===== src/rtl/seq_divider.sv =====
// Restoring divider: 16-bit dividend / 8-bit divisor -> 8-bit quotient and remainder,
// one quotient bit per clock, go/done handshake shared with the shift-add multiplier.
//   state | meaning
//   IDLE  | waiting for go after reset
//   RUN   | shifting out quotient bits, cnt counts down to terminal 0
//   DONE  | result valid; accepts go like IDLE
module seq_divider (
  input  logic        clk,
  input  logic        reset,
  input  logic        go,
  input  logic [15:0] din,
  input  logic [7:0]  dvin,
  output logic        done,
  output logic [7:0]  q,
  output logic [7:0]  r,
  output logic        ovf,
  output logic        divz
);

  typedef enum logic [1:0] {IDLE, RUN, DONE} state_t;

  state_t      state_q, state_d;
  logic [8:0]  p_q, p_d;
  logic [7:0]  qs_q, qs_d;
  logic [7:0]  d_q, d_d;
  logic [2:0]  cnt_q, cnt_d;
  logic        done_q, done_d;
  logic [7:0]  q_q, q_d;
  logic [7:0]  r_q, r_d;
  logic        ovf_q, ovf_d;
  logic        divz_q, divz_d;

  logic [8:0]  t;
  logic [8:0]  p_step;
  logic        qbit;
  logic [7:0]  qs_step;

  // partial remainder stays below D, so the shifted trial value fits in 9 bits
  always_comb begin
    t = {p_q[7:0], qs_q[7]};
    p_step = t;
    qbit = 1'b0;
    if (t >= {1'b0, d_q}) begin
      p_step = t - {1'b0, d_q};
      qbit = 1'b1;
    end
    qs_step = {qs_q[6:0], qbit};
  end

  always_comb begin
    state_d = state_q;
    p_d     = p_q;
    qs_d    = qs_q;
    d_d     = d_q;
    cnt_d   = cnt_q;
    done_d  = done_q;
    q_d     = q_q;
    r_d     = r_q;
    ovf_d   = ovf_q;
    divz_d  = divz_q;

    case (state_q)
      IDLE, DONE: begin
        if (go) begin
          done_d = 1'b0;
          ovf_d  = 1'b0;
          divz_d = 1'b0;
          if (dvin == 8'd0) begin
            state_d = DONE;
            divz_d  = 1'b1;
            done_d  = 1'b1;
            q_d     = 8'd0;
            r_d     = 8'd0;
          end else if (din[15:8] >= dvin) begin
            state_d = DONE;
            ovf_d   = 1'b1;
            done_d  = 1'b1;
            q_d     = 8'd0;
            r_d     = 8'd0;
          end else begin
            state_d = RUN;
            p_d     = {1'b0, din[15:8]};
            qs_d    = din[7:0];
            d_d     = dvin;
            cnt_d   = 3'd7;
          end
        end
      end
      RUN: begin
        p_d  = p_step;
        qs_d = qs_step;
        if (cnt_q == 3'd0) begin
          state_d = DONE;
          done_d  = 1'b1;
          q_d     = qs_step;
          r_d     = p_step[7:0];
        end else begin
          cnt_d = cnt_q - 3'd1;
        end
      end
      default: state_d = IDLE;
    endcase
  end

  always_ff @(posedge clk) begin
    if (reset) begin
      state_q <= IDLE;
      p_q     <= 9'd0;
      qs_q    <= 8'd0;
      d_q     <= 8'd0;
      cnt_q   <= 3'd0;
      done_q  <= 1'b0;
      q_q     <= 8'd0;
      r_q     <= 8'd0;
      ovf_q   <= 1'b0;
      divz_q  <= 1'b0;
    end else begin
      state_q <= state_d;
      p_q     <= p_d;
      qs_q    <= qs_d;
      d_q     <= d_d;
      cnt_q   <= cnt_d;
      done_q  <= done_d;
      q_q     <= q_d;
      r_q     <= r_d;
      ovf_q   <= ovf_d;
      divz_q  <= divz_d;
    end
  end

  assign done = done_q;
  assign q    = q_q;
  assign r    = r_q;
  assign ovf  = ovf_q;
  assign divz = divz_q;

endmodule


===== config.mk =====
export PLATFORM = sky130hd
export DESIGN_NAME = seq_divider
export DESIGN_NICKNAME = d
export VERILOG_FILES = /design/src/rtl/seq_divider.sv
export SDC_FILE = /design/constraint.sdc
export NUM_CORES = 1
export LEC_CHECK = 0
export BUFFER_PORTS_ARGS = -buffer_cell sky130_fd_sc_hd__buf_2
export CELL_PAD_IN_SITES_DETAIL_PLACEMENT = 0
export CELL_PAD_IN_SITES_GLOBAL_PLACEMENT = 1
export CORE_MARGIN = 5
export CORE_UTILIZATION = 47
export CTS_BUF_LIST = sky130_fd_sc_hd__clkbuf_4
export DETAILED_ROUTE_END_ITERATION = 10
export PLACE_DENSITY = 0.94
export SYNTH_ARGS = -nofsm -noshare
export SYNTH_HDL_FRONTEND = slang
export SYNTH_SLANG_ARGS = --single-unit
export TNS_END_PERCENT = 50

===== constraint.sdc =====
create_clock -name clk -period 7.05 [get_ports clk]
set_clock_uncertainty 0.2 [all_clocks]
set_input_delay 1.41 -clock clk [delete_from_list [all_inputs] [get_ports clk]]
set_output_delay 1.41 -clock clk [all_outputs]
set_load 0.05 [all_outputs]

# ---- Word level (Yosys, flattened, before mapping)
# Index checks and enable logic that the tools add are counted.
dict set report word_totals {
  inputBits 27
  regBits 48
  out_inout_bits 19
}
dict set report classes {
  muxes 34
  order_cmp 2
  reduce_logical 12
  n_eq_ne 8
  n_bitwise 2
  addsub 2
}
# op count
set ops {}
lappend ops {{$mux W8} 12}
lappend ops {{$pmux W8 S2} 4}
lappend ops {{$mux W3} 4}
lappend ops {{$reduce_and A4 Y1} 3}
lappend ops {{$ne A2 B2 Y1 const B} 5}
lappend ops {{$ge A9 B8 Y1} 1}
lappend ops {{$ge A8 B8 Y1} 1}
lappend ops {{$logic_not A8 Y1} 1}
lappend ops {{$mux W2} 4}
lappend ops {{$sub A8 B8 Y8} 1}
lappend ops {{$mux W1} 7}
lappend ops {{$pmux W3 S2} 1}
lappend ops {{$reduce_and A5 Y1} 1}
lappend ops {{$pmux W2 S2} 1}
lappend ops {{$reduce_and A2 Y1} 2}
lappend ops {{$logic_not A3 Y1} 1}
lappend ops {{$ne A3 B3 Y1 const B} 1}
lappend ops {{$reduce_and A3 Y1} 1}
lappend ops {{$sub A3 B1 Y3 const B} 1}
lappend ops {{$eq A2 B1 Y1 const B} 1}
lappend ops {{$eq A2 B2 Y1 const B} 1}
lappend ops {{$logic_not A2 Y1} 1}
lappend ops {{$not A1 Y1} 2}
lappend ops {{$pmux W1 S2} 1}
lappend ops {{other kinds (2)} 2}

# ---- Longest topological paths before layout
dict set report logic_depth {
  word_depth 5
  ltp_mapped 10
  ltp_nobuf 9
}

# ---- Worst setup path before layout
# OpenSTA, ideal clock, no wires.
dict set report synth_timing {
  kind {input to register}
  startpoint {input dvin[2]}
  endpoint {register qs_q[4]}
  cell_stages 9
  arrival_ps 2949
  slack_ps 3816
  setup_ps 86
  cell_sequence {inv_1 ha_1 a211oi_1 o21ai_0 a211oi_2 nand2_4 buf_12 mux2i_1 a211oi_1}
}
dict set report synth_between {
  elab_chain_cells 3
  elab_cells_between_ends 5
  classes_between {order compare: 1; eq/ne: 2; reduce/logical: 2}
}
# item line
set synth_lines {}
lappend synth_lines {{from (decl)} 12} ;# input logic [7:0] dvin,
lappend synth_lines {{$ge A8 B8 Y1 / $logic_not A8 Y1 (equally long branches)} {74, 68}}
lappend synth_lines {{$ne A2 B2 Y1 (no line)} n/a}
lappend synth_lines {{$reduce_and A4 Y1 (no line) *} n/a}
lappend synth_lines {{to (signal assigned)} 120} ;# qs_q <= qs_d;
lappend synth_lines {{to (decl)} 24} ;# logic [7:0] qs_q, qs_d;
# Every way passes the cells marked *; elsewhere a longest branch is shown, timed or not.
# A chain may end at the register's enable or synchronous reset.

# ---- Final worst setup path
dict set report layout_timing {
  startpoint {input dvin[2]}
  endpoint {register q_q[0] (netlist: q[0])}
}
dict set report layout_between {
  elab_chain_cells 4
  elab_cells_between_ends 7
  classes_between {order compare: 1; eq/ne: 1; mux: 3; reduce/logical: 2}
}
# item line
set layout_lines {}
lappend layout_lines {{branches (longest 4 deep; another with $ge A8 B8 Y1)} n/a}
lappend layout_lines {{to (signal assigned)} 124} ;# q_q <= q_d;
lappend layout_lines {{to (decl)} 28} ;# logic [7:0] q_q, q_d;
# Several ways; the timed one is not identified. The select of a mux whose other input is x is not followed.

==> results by group <==
Route
  • DR pass1 iterations: 4
  • Residual DRC count: 0
  • Post-DRT Antenna Nets: 0
  • WL final: 6.23 mm
  • Via count: 2,250
  • DR iter-0 viols: 103
  • Wire length per cell: 15.4 um
  • DR vias/cell: 5.56

Setup path
  • CP max stage delay: 640 ps
  • CP Launch Type: primary input
  • Critical path class: primary input to flip-flop
  • CP Capture Type: flip-flop
  • Cell mode on critical path: a21oi_1
  • Worst R2R End: p_q[1]$_SDFFE_PP0P_
  • Crit path max fanout: 18
  • Crit path from: dvin[2]
  • R2R cell count: 7
  • Reg-to-reg critical path startpoint: p_q[2]$_SDFFE_PP0P_
  • Critical Path RT: 7160 ps
  • Crit path DAT: 3370 ps
  • R2R setup slack: 4480 ps
  • CP Cell Sequence: buf_2, inv_1, ha_1, a211oi_1, o21ai_0, a21oi_1, a221o_1, nand2_1, a21oi_1
  • Slowest library cell on the worst path: a221o_1

Global routing
  • Total gr overflow: 0
  • Pin count of the biggest net entering global routing: 44
  • Global-route wire length before repair: 10.4 mm
  • Vias in the first global route: 2,233
  • Antenna violations before repair: 0
  • GRT Total Usage: 17.4%

Yosys
  • Synth Register Bits: 48
  • Most common cell in the synthesized netlist: dfxtp_1
  • Top post-synthesis cells by area: dfxtp_1 (36%), mux2i_1 (11%), ha_1 (8.5%), nor2_1 (5.1%), inv_1 (3.0%)
  • Area leader, netlist: dfxtp_1
  • Top post-synthesis cells by count: dfxtp_1 (48), nor2_1 (36), mux2i_1 (30), inv_1 (21), ha_1 (18)
  • Ys Warns: 0
  • Main flop type after synthesis: dfxtp_1
  • Synth top area share: 36.3%
  • Synthesized cell area: 0.00265 mm^2
  • Sequential share of the synthesized area: 36.3%
  • Post-synth net total: 340
  • Async set-reset flop share out of synthesis: 0%
  • Cell count after synthesis: 294
  • Yosys cell types: 42
  • Post-synth EDFFs: 0
  • Mean Syn Cell Area: 9.00 um^2

Timing
  • RSZ-0062 raised after global routing: false
  • Peak Freq: 0.307 GHz
  • Worst Max-Slew Pin Slew: 763 ps
  • Setup TNS: 0 ps
  • Endpoints failing setup: 0
  • Max-slew headroom: 49.1%
  • Final Max Slew Viols: 0
  • Post-layout minimum cycle time: 3260 ps
  • Final Cycle Share: 46.3%
  • Final Hold Viols: 0

Clock tree
  • Clock Latency Late Sink: 370 ps
  • H-tree level count: 2
  • # Post-CTS Setup Buffers: 0
  • Root buf cell: clkbuf_4
  • Clock Path Buffers: 2
  • Total CTS buffers: 5
  • Post-cts resize count: 0
  • Clock slew at reported path FFs: 150 ps
  • CTS tree: yes
  • Hold_buf cts: 0
  • TritonCTS Sinks: 48

Cells and area
  • Finished Layout Cells: 405
  • Post-route cell area: 0.00295 mm^2
  • Layout Nets: 378
  • Area growth, synth to finish: 11.6%
  • # diodes: 0
  • Fill count: 543
  • Fraction of layout cells with a size suffix above 1: 18.9%

Power
  • Int Pwr: 484 uW
  • Overall Power: 763 uW
  • Leakage: 0.00139 uW
  • Clk pwr share: 22.1%
  • Switch Pwr: 279 uW
  • Pwr dens: 258 mW/mm^2
  • Switch share: 36.6%
  • Reg power frac: 41.1%
  • Comb power frac: 36.8%
  • Maximum vdd drop: 0.000126 V

Hold path
  • Worst min-delay path class: flip-flop to flip-flop
  • Worst hold start: cnt_q[1]$_SDFFE_PP0P_
  • Worst hold path endpoint: cnt_q[1]$_SDFFE_PP0P_
  • Worst hold stages: 2

Die
  • Die X-Extent: 85.0 um
  • Std-Cell Rows: 27
  • Ports: 46
  • CORE AREA: 0.00547 mm^2
  • Die area: 0.00723 mm^2
  • Initial core utilization: 48.4%
  • Die Ht: 85.0 um

Placed design
  • Buffers on Ports: 45
  • DPL Wire Length: 4.65 mm
  • Final Wtd Congestion: 0.931
  • Dpl cells: 397
  • Placed cell areas: 0.00287 mm^2

Outcome
  • Run status: finished, final reports clean

Job
  • # Max-Cap Violations: 0
[registers in the layout (all words and copies together) (netlist names)]
signal,cells
r,8
divz,1
cnt_q,3
qs_q,8
d_q,8
ovf,1
done,1
p_q,8
q,8
state_q,2
[cells in the final DEF (no fill, tap or decap), types with 3 or more instances in the layout]
| master | instances |
|---|---|
| clkbuf_4 | 5 |
| buf_2 | 45 |
| nor2_1 | 36 |
| mux2i_1 | 30 |
| a211oi_1 | 9 |
| a21oi_1 | 12 |
| mux2_2 | 3 |
| o21ai_1 | 8 |
| nor2b_1 | 4 |
| o22ai_1 | 9 |
| a31oi_1 | 3 |
| a22oi_1 | 7 |
| o2111ai_1 | 3 |
| nand2b_1 | 9 |
| a21o_1 | 4 |
| ha_1 | 18 |
| inv_1 | 21 |
| nor3_1 | 8 |
| nand2_1 | 11 |
| o21ai_0 | 5 |
| dfxtp_1 | 48 |
| nand3b_1 | 9 |
[metrics by stage]
step,hold slack [ps],util (%),worst slack [ps]
after floorplan,232,-,3820
after global placement,240,52.4,3450
after detailed placement,245,52.4,3380
after CTS,264,54.0,3780
after global routing,292,54.0,3550
final,259,54.0,3790
[final cells by class]
cell class / count / area (um^2) / share of cell area [%]
Clock buffer: 5 / 37.5 / 1.27
Clock inverter: 3 / 46.3 / 1.57
Inverter: 21 / 78.8 / 2.67
Multi-Input combinational cell: 211 / 1520 / 51.3
Sequential cell: 48 / 961 / 32.5
Timing Repair Buffer: 45 / 225 / 7.62
Tap cell: 72 / 90.1 / 3.05
[per-layer routing]
metal  track usage (%)  wire (um)  up-vias  part of all wire [%]
met4              6.62        147        0                   2.4
met1              22.2       2910     1059                    47
li1                  -          -     1134                     -
met5                 0          0        -                     0
met3              3.30        204       13                   3.3
met2              29.1       2970       44                    48
[worst max-delay path, delay by kind of cell]
kind	cells	cell delay, ps
adder cells (fa/ha/maj)	1	280
AO/OA/AOI/OAI	5	1420
AND/OR/NAND/NOR	1	110
buffers and inverters	2	140
[power groups by stage]
stage | logic, uW | registers, uW | clock network [uW]
floorplan | 206 | 330 | 0
global placement | 271 | 318 | 0
detailed placement | 277 | 319 | 0
CTS | 278 | 313 | 175
global route | 309 | 316 | 188
finish | 281 | 313 | 169
[how the worst max path moves through the flow]
stage,end,cells after the start
global placement,q[4]$_SDFFE_PP0P_,9
detailed placement,q[0]$_SDFFE_PP0P_,9
finish,q[0]$_SDFFE_PP0P_,9
CTS,q[0]$_SDFFE_PP0P_,9
floorplan,qs_q[4]$_SDFFE_PP0P_,9
global route,r[3]$_SDFFE_PP0P_,9
[cell families (layout without fill, tap and decap cells)]
| kind of cell | Yosys count | in the layout | share of synthesized area, % |
|---|---|---|---|
| and+or+nand+nor | 85 | 85 | 16.4 |
| DFF | 48 | 48 | 36.3 |
| muxes | 33 | 33 | 12.6 |
| xor gates and xnor gates | 2 | 2 | 0.662 |
| AOI/OAI and AO/OA | 72 | 72 | 18.3 |
| buffers and inverters | 35 | 74 | 6.43 |
| adders and majority gates | 19 | 19 | 9.27 |
Power figures use the tool's default switching activity.
